==> src/rtl/brq_pkg.sv <==
// brq_pkg: shared types and constants for the branch resolve queue.
//   brq_entry_t        : one tracked fetch slot {pc, predTaken, predTarget}
//   mispredict_cause_e : why a popped entry is being redirected
//   INSN_BYTES         : fall-through increment for the correct PC
//   classify()         : compares a recorded prediction with the EX outcome
package brq_pkg;

    localparam int INSN_BYTES = 4;

    typedef struct packed {
        logic [31:0] pc;
        logic        predTaken;
        logic [31:0] predTarget;
    } brq_entry_t;

    typedef enum logic [1:0] {
        MP_NONE,
        MP_DIR,
        MP_TGT,
        MP_ALIAS
    } mispredict_cause_e;

    // Direction error wins over target error. A non-branch that the
    // predictor called taken is a BTB alias and also needs a redirect.
    function automatic mispredict_cause_e classify(
        input brq_entry_t  e,
        input logic        is_branch,
        input logic        taken,
        input logic [31:0] target
    );
        if (is_branch) begin
            if (e.predTaken != taken) return MP_DIR;
            if (taken && (e.predTarget != target)) return MP_TGT;
            return MP_NONE;
        end
        if (e.predTaken) return MP_ALIAS;
        return MP_NONE;
    endfunction

endpackage

==> src/rtl/brq_fifo.sv <==
// brq_fifo: generic circular buffer.
//   clk, rst      : clock, asynchronous active-high reset
//   push, wdata   : write one entry (ignored when full)
//   pop           : retire the head entry (ignored when empty)
//   clear         : discard all entries; overrides push and pop
//   rdata         : head entry (meaningless while empty)
//   count         : number of valid entries
//   full, empty   : derived from the registered count
module brq_fifo #(
    parameter int  DEPTH = 4,
    parameter int  CNT_W = $clog2(DEPTH) + 1,
    parameter type T     = logic [7:0]
) (
    input  logic             clk,
    input  logic             rst,
    input  logic             push,
    input  logic             pop,
    input  logic             clear,
    input  T                 wdata,
    output T                 rdata,
    output logic [CNT_W-1:0] count,
    output logic             full,
    output logic             empty
);

    localparam int PTR_W = $clog2(DEPTH);

    T                 mem [DEPTH];
    logic [PTR_W-1:0] wr_ptr;
    logic [PTR_W-1:0] rd_ptr;
    logic             do_push;
    logic             do_pop;

    assign full    = (count == CNT_W'(DEPTH));
    assign empty   = (count == '0);
    assign do_push = push && !full;
    assign do_pop  = pop && !empty;
    assign rdata   = mem[rd_ptr];

    // DEPTH is a power of two, so pointer overflow is the modulo wrap.
    always_ff @(posedge clk or posedge rst) begin
        if (rst) begin
            wr_ptr <= '0;
            rd_ptr <= '0;
            count  <= '0;
        end else if (clear) begin
            wr_ptr <= '0;
            rd_ptr <= '0;
            count  <= '0;
        end else begin
            if (do_push) wr_ptr <= wr_ptr + PTR_W'(1);
            if (do_pop)  rd_ptr <= rd_ptr + PTR_W'(1);
            case ({do_push, do_pop})
                2'b10:   count <= count + CNT_W'(1);
                2'b01:   count <= count - CNT_W'(1);
                default: count <= count;
            endcase
        end
    end

    // Storage needs no reset: an entry is only visible through count.
    always_ff @(posedge clk) begin
        if (do_push && !clear) mem[wr_ptr] <= wdata;
    end

endmodule

==> src/rtl/branch_resolve_queue.sv <==
// branch_resolve_queue: in-order queue of fetched predictions, resolved
// against EX outcomes. Produces a registered fetch redirect on mispredict
// and a registered predictor-update stream.
//
// Optional feature macro: BRQ_STATS_EN adds statBranches/statMispredicts.
//
// Ports:
//   clk, rst                      clock, asynchronous active-high reset
//   fqValid/fqReady               enqueue handshake, with fqPc,
//                                 fqPredTaken, fqPredTarget
//   exValid                       pop/resolve head, with exIsBranch,
//                                 exActualTaken, exActualTarget, exPcIn
//   flushIn                       external flush, drops same-cycle pop/push
//   updBranch/updTaken/updPc/updTarget  registered predictor update
//   redirectValid/redirectPc      registered fetch redirect
//   occupancy                     valid entries
//   errSticky                     protocol error seen (cleared by rst only)
//   statBranches/statMispredicts  saturating counters (BRQ_STATS_EN only)
//
// Handshake: an entry is accepted on a clock edge where fqValid && fqReady;
// fqReady depends only on registered occupancy, never on fqValid or exValid,
// so a pop in the same cycle as a full queue does not open the slot early.
// exValid has no ready: it is a one-cycle request that pops the head.
module branch_resolve_queue
    import brq_pkg::*;
#(
    parameter int DEPTH = 4,
    parameter int CNT_W = $clog2(DEPTH) + 1
) (
    input  logic             clk,
    input  logic             rst,
    input  logic             fqValid,
    output logic             fqReady,
    input  logic [31:0]      fqPc,
    input  logic             fqPredTaken,
    input  logic [31:0]      fqPredTarget,
    input  logic             exValid,
    input  logic             exIsBranch,
    input  logic             exActualTaken,
    input  logic [31:0]      exActualTarget,
    input  logic [31:0]      exPcIn,
    input  logic             flushIn,
    output logic             updBranch,
    output logic             updTaken,
    output logic [31:0]      updPc,
    output logic [31:0]      updTarget,
    output logic             redirectValid,
    output logic [31:0]      redirectPc,
    output logic [CNT_W-1:0] occupancy,
    output logic             errSticky
`ifdef BRQ_STATS_EN
    ,
    output logic [31:0]      statBranches,
    output logic [31:0]      statMispredicts
`endif
);

    brq_entry_t        head;
    brq_entry_t        wentry;
    logic [CNT_W-1:0]  count;
    logic              full;
    logic              empty;
    logic              pop_ok;
    logic              push_ok;
    logic              mispredict;
    logic              clear;
    logic              err_set;
    logic [31:0]       correct_pc;
    mispredict_cause_e cause;

    assign wentry = '{pc: fqPc, predTaken: fqPredTaken, predTarget: fqPredTarget};

    assign fqReady   = !full;
    assign occupancy = count;

    // A flush suppresses resolution entirely: no update, no redirect.
    assign pop_ok = exValid && !empty && !flushIn;

    always_comb begin
        cause = classify(head, exIsBranch, exActualTaken, exActualTarget);
    end

    assign mispredict = pop_ok && (cause != MP_NONE);
    assign correct_pc = (exIsBranch && exActualTaken) ? exActualTarget
                                                      : head.pc + 32'(INSN_BYTES);

    // Everything younger than a mispredicted head is wrong-path, including
    // whatever fetch offers this cycle.
    assign clear   = flushIn || mispredict;
    assign push_ok = fqValid && fqReady && !clear;

    // Resolution still proceeds on a PC mismatch; only the flag records it.
    assign err_set = exValid && (empty || (exPcIn != head.pc));

    brq_fifo #(
        .DEPTH (DEPTH),
        .CNT_W (CNT_W),
        .T     (brq_entry_t)
    ) u_fifo (
        .clk   (clk),
        .rst   (rst),
        .push  (push_ok),
        .pop   (pop_ok),
        .clear (clear),
        .wdata (wentry),
        .rdata (head),
        .count (count),
        .full  (full),
        .empty (empty)
    );

    always_ff @(posedge clk or posedge rst) begin
        if (rst) begin
            updBranch     <= 1'b0;
            updTaken      <= 1'b0;
            updPc         <= '0;
            updTarget     <= '0;
            redirectValid <= 1'b0;
            redirectPc    <= '0;
            errSticky     <= 1'b0;
        end else begin
            updBranch     <= pop_ok && exIsBranch;
            updTaken      <= pop_ok && exIsBranch && exActualTaken;
            updPc         <= (pop_ok && exIsBranch) ? head.pc : '0;
            updTarget     <= (pop_ok && exIsBranch) ? exActualTarget : '0;
            redirectValid <= mispredict;
            redirectPc    <= mispredict ? correct_pc : '0;
            if (err_set) errSticky <= 1'b1;
        end
    end

`ifdef BRQ_STATS_EN
    always_ff @(posedge clk or posedge rst) begin
        if (rst) begin
            statBranches    <= '0;
            statMispredicts <= '0;
        end else begin
            if (pop_ok && exIsBranch && (statBranches != 32'hFFFF_FFFF))
                statBranches <= statBranches + 32'd1;
            if (mispredict && (statMispredicts != 32'hFFFF_FFFF))
                statMispredicts <= statMispredicts + 32'd1;
        end
    end
`endif

endmodule
==> config.mk <==
export PLATFORM = sky130hd
export DESIGN_NAME = branch_resolve_queue
export DESIGN_NICKNAME = d
export VERILOG_FILES = /design/src/rtl/brq_pkg.sv /design/src/rtl/brq_fifo.sv /design/src/rtl/branch_resolve_queue.sv
export SDC_FILE = /design/constraint.sdc
export NUM_CORES = 1
export LEC_CHECK = 0
export ABC_AREA = 1
export ABC_CLOCK_PERIOD_IN_PS = 8200
export CORE_MARGIN = 8
export CORE_UTILIZATION = 55
export CTS_CLUSTER_DIAMETER = 120
export CTS_CLUSTER_SIZE = 10
export DETAILED_ROUTE_END_ITERATION = 7
export PLACE_DENSITY = 0.78
export SETUP_SLACK_MARGIN = 0.1
export SLEW_MARGIN = 40
export SYNTH_ARGS = -nofsm -noshare
export SYNTH_HDL_FRONTEND = slang
export SYNTH_SLANG_ARGS = --single-unit
==> constraint.sdc <==
create_clock -name clk -period 8.2 [get_ports clk]
set_input_delay 1.64 -clock clk [delete_from_list [all_inputs] [get_ports clk]]
set_output_delay 1.64 -clock clk [all_outputs]
set_load 0.05 [all_outputs]
==> metrics.md <==
| Metric | Value |
|---|---|
| Clk_lat worst skew | 0.53 ns |
| Sw frac | 23.4% |
| Slew @ Worst Pin | 0.854 ns |
| Final nets | 1,802 |
| Max Clock Skew | 0.0140 ns |
| Max stage delay on crit path | 0.63 ns |
| Port Buffers | 239 |
| CP top delay family | simple AND/OR/NAND/NOR gates |
| Crit Path Max Fanout | 49 |
| RSZ-0062 raised after global routing | no |
| Netlist Area Pre-Place | 15,600 um^2 |
| Synth Instances | 1,421 |
| DP Cell Count | 1,993 |
| Yosys warnings | 0 |
| Slowest stage cell, crit path | dfrtp_2 |
| Antenna Nets Post-Route | 0 |
| Placed cell area | 18,200 um^2 |
| Post-synth cell types | 49 |
| CTS-repair resized insts | 0 |
| Clk network pwr share | 40.4% |
| Outcome | finished, final reports clean |
| Multi-input gate area | 4340 um^2 |
| Share of post-route cells with drive strength above 1 | 6.80% |
| Worst Path Required | 8.36 ns |
| Ant diodes | 0 |
| Area Growth Syn to Fin | 24.9% |
| DRC errors left | 0 |
| Wire length per cell | 21.1 um |
| Vias after detailed routing | 11.4k |
| CP Buf/Inv Count | 3 |
| LEAKAGE | 7.80 nW |
| Tot Pwr | 4.13 mW |
| Sequential-to-total area share from yosys stat | 67.4% |
| Period utilisation layout | 62.5% |
| Die Ht | 184 um |
| Cell mode on critical path | nand2_1 |
| DIE WIDTH | 184 um |
| Non-filler cells, final | 2,070 |
| Top Ports | 240 |
| Residual overflow from global routing | 0 |
| Core area | 27,800 um^2 |
| Avg Synthesized Cell Area | 10.9 um^2 |
| Post-route cell area | 19,400 um^2 |
| First-pass GRT wire length | 65.8 mm |
| Relative slew slack | 43.0% |
| Maximum VDD drop | 0.152 mV |
| Number of clock sinks | 367 |
| WS Path Type | reg -> reg |
| DP HPWL | 29.9 mm |
| Final Slew Violations | 0 |
| Initial Util | 56.0% |
| CP Capture Type | register |
| Final hold vios | 0 |
| Hold-fix buffers, CTS | 0 |
| Syn_nets | 1,563 |
| CTS Buf Count | 42 |
| Reg-to-reg slack, setup | 3.08 ns |
| DR vias/cell | 5.51 |
| Root Buffer | clkbuf_16 |
| Most frequent cells in the layout | nand2_1 (395), edfxtp_1 (260), clkdlybuf4s50_1 (239) |
| Ys flop type | edfxtp_1 |
| EDFF count, synth | 260 |
| Largest net degree at the start of global routing | 133 |
| Hold Startpoint | errSticky |
| Std-Cell Rows | 61 |
| Register bit total from synthesis | 367 |
| Reg-to-reg endpoint | u_fifo.mem[1][48] |
| Register area | 10,500 um^2 |
| Worst Hold Class | reg -> reg |
| Tmin final | 5.12 ns |
| Hold depth | 2 |
| Leading cell type in the layout, fill and taps excluded | nand2_1 |
| Gate power share | 9.9% |
| Fill count | 1,964 |
| NetSw | 968 uW |
| Fmax | 195 MHz |
| Final GP Congestion | 0.909 |
| Hold endpoint | errSticky |
| Internal power | 3.16 mW |
| Clock Path Buffers | 3 |
| Setup violators final | 0 |
| Max_cap viols | 0 |
| Iteration-0 DRC Markers | 1,277 |
| Synth async-reset ratio | 29.2% |
| WHS | 0.468 ns |
| WL final | 43.6 mm |
| Power share of the sequential group | 49.7% |
| R2R depth | 15 |
| Crit path cell chain | inv_2 -> buf_4 -> nand3_1 -> nand2_1 -> nand2_1 -> nand2_1 -> nand2_1 -> nor2_1 -> nand2_1 -> nor2_1 -> nand3_1 -> nand2_2 -> nand3_2 -> nor2_4 -> buf_4 |
| CTS tree | built |
| Clock transition at path regs | 0.06 ns |
| Pwr dens | 213 nW/um^2 |
| Initial antenna violation count | 0 |
| CP Launch Type | register |
| Setup Fix Bufs, Post-CTS | 0 |
| Worst EP arrival | 5.28 ns |
| Final setup TNS | 0 ns |
| Die area | 33,900 um^2 |
| Worst reg2reg startpoint | u_fifo.rd_ptr[1] |
| Vias in the first global route | 11.3k |
| # H-tree levels | 2 |
| Drt first pass iters | 6 |
| All-Layer GR Usage | 25.5% |
## area by class of cell
| class | count | area share (%) |
|---|---|---|
| flip-flops and latches | 367 | 54.0 |
| multi-input cells | 906 | 22.3 |
| clock inverters | 2 | 0.0709 |
| well taps | 378 | 2.43 |
| clock buffers | 74 | 6.14 |
| repair buffers | 255 | 13.3 |
| inverters | 88 | 1.75 |
## registers in the layout (all words and copies together), names as in the netlist
signal and count:
updPc 32, updTarget 32, u_fifo.count 3, redirectValid 1, updBranch 1, u_fifo.wr_ptr 2
updTaken 1, u_fifo.rd_ptr 2, redirectPc 32, errSticky 1, u_fifo.mem 260
## worst reg2reg max path: stages (launching register included)
cell     delay [ns]
dfrtp_2        0.63
inv_2          0.49
buf_4          0.65
nand3_1        0.23
nand2_1        0.12
nand2_1        0.05
nand2_1        0.05
nand2_1        0.06
nor2_1         0.10
nand2_1        0.05
nor2_1         0.23
nand3_1        0.15
nand2_2        0.44
nand3_2        0.40
nor2_4         0.57
buf_4          0.52
## power by group through the flow
stage / Clock [mW] / Sequential (mW) / Combinational (mW)
floorplan: 0 / 2.12 / 0.195
global placement: 0 / 2.09 / 0.388
detailed placement: 0 / 2.09 / 0.398
CTS: 1.68 / 2.06 / 0.401
global route: 1.76 / 2.06 / 0.441
finish: 1.67 / 2.05 / 0.407
## cells in the mapped netlist, types with 2 or more instances
| master | n | share of area (%) |
|---|---|---|
| xnor2_1 | 18 | 1.0 |
| nor4_1 | 5 | 0.20 |
| nand3_2 | 8 | 0.51 |
| o22ai_1 | 2 | 0.080 |
| o21ai_1 | 7 | 0.23 |
| edfxtp_1 | 260 | 50 |
| and2_1 | 2 | 0.080 |
| buf_1 | 2 | 0.048 |
| a31oi_1 | 2 | 0.080 |
| buf_6 | 17 | 1.2 |
| buf_4 | 7 | 0.34 |
| inv_2 | 5 | 0.12 |
| buf_8 | 2 | 0.19 |
| clkbuf_1 | 13 | 0.31 |
| nor2_2 | 6 | 0.24 |
| nand3_1 | 161 | 5.2 |
| o21ai_0 | 31 | 1.0 |
| nor3_1 | 10 | 0.32 |
| a21oi_1 | 25 | 0.80 |
| buf_2 | 19 | 0.61 |
| dfrtp_1 | 107 | 17 |
| inv_1 | 81 | 2.0 |
| o2111ai_1 | 2 | 0.11 |
| nand2_1 | 396 | 9.6 |
| nor2_1 | 139 | 3.4 |
| nand4_1 | 9 | 0.36 |
| a211oi_1 | 16 | 0.77 |
| nand3b_1 | 3 | 0.14 |
| nand2_2 | 16 | 0.64 |
| ha_1 | 5 | 0.40 |
| a211oi_2 | 3 | 0.24 |
| xor2_1 | 24 | 1.4 |
| or2_2 | 2 | 0.080 |
## cells by family (layout without fill, tap and decap cells)
logic type | count (synthesis) | after routing | share of synthesized area (%)
simple gates | 762 | 762 | 21.0
compound gates | 96 | 96 | 3.82
flops | 367 | 367 | 67.4
fa+ha+maj | 6 | 6 | 0.531
buf+inv | 148 | 419 | 4.89
xor+xnor | 42 | 42 | 2.37
## layer usage
layer	part of all wire, %	vias up	track usage (%)
li1	-	5274	-
met1	40	5415	33.4
met2	47	621	41.4
met3	9.4	99	5.49
met4	3.4	0	9.42
met5	0	-	0
## how the worst max path moves through the flow
stage,from,to,cells past startpoint
finish,u_fifo.rd_ptr[1],u_fifo.mem[1][48],15
CTS,u_fifo.rd_ptr[1],u_fifo.mem[1][48],15
detailed placement,exIsBranch,u_fifo.mem[1][46],12
global route,u_fifo.rd_ptr[1],u_fifo.mem[1][48],15
floorplan,exIsBranch,u_fifo.mem[0][0],10
global placement,exIsBranch,u_fifo.mem[1][36],12
## through the flow
stage	util (%)	setup WS, ns
floorplan	-	2.47
global placement	65.2	2.62
detailed placement	65.5	2.93
CTS	69.8	3.14
global route	69.9	2.80
finish	69.9	3.08
Note: power is estimated with default switching activity, not from simulation.
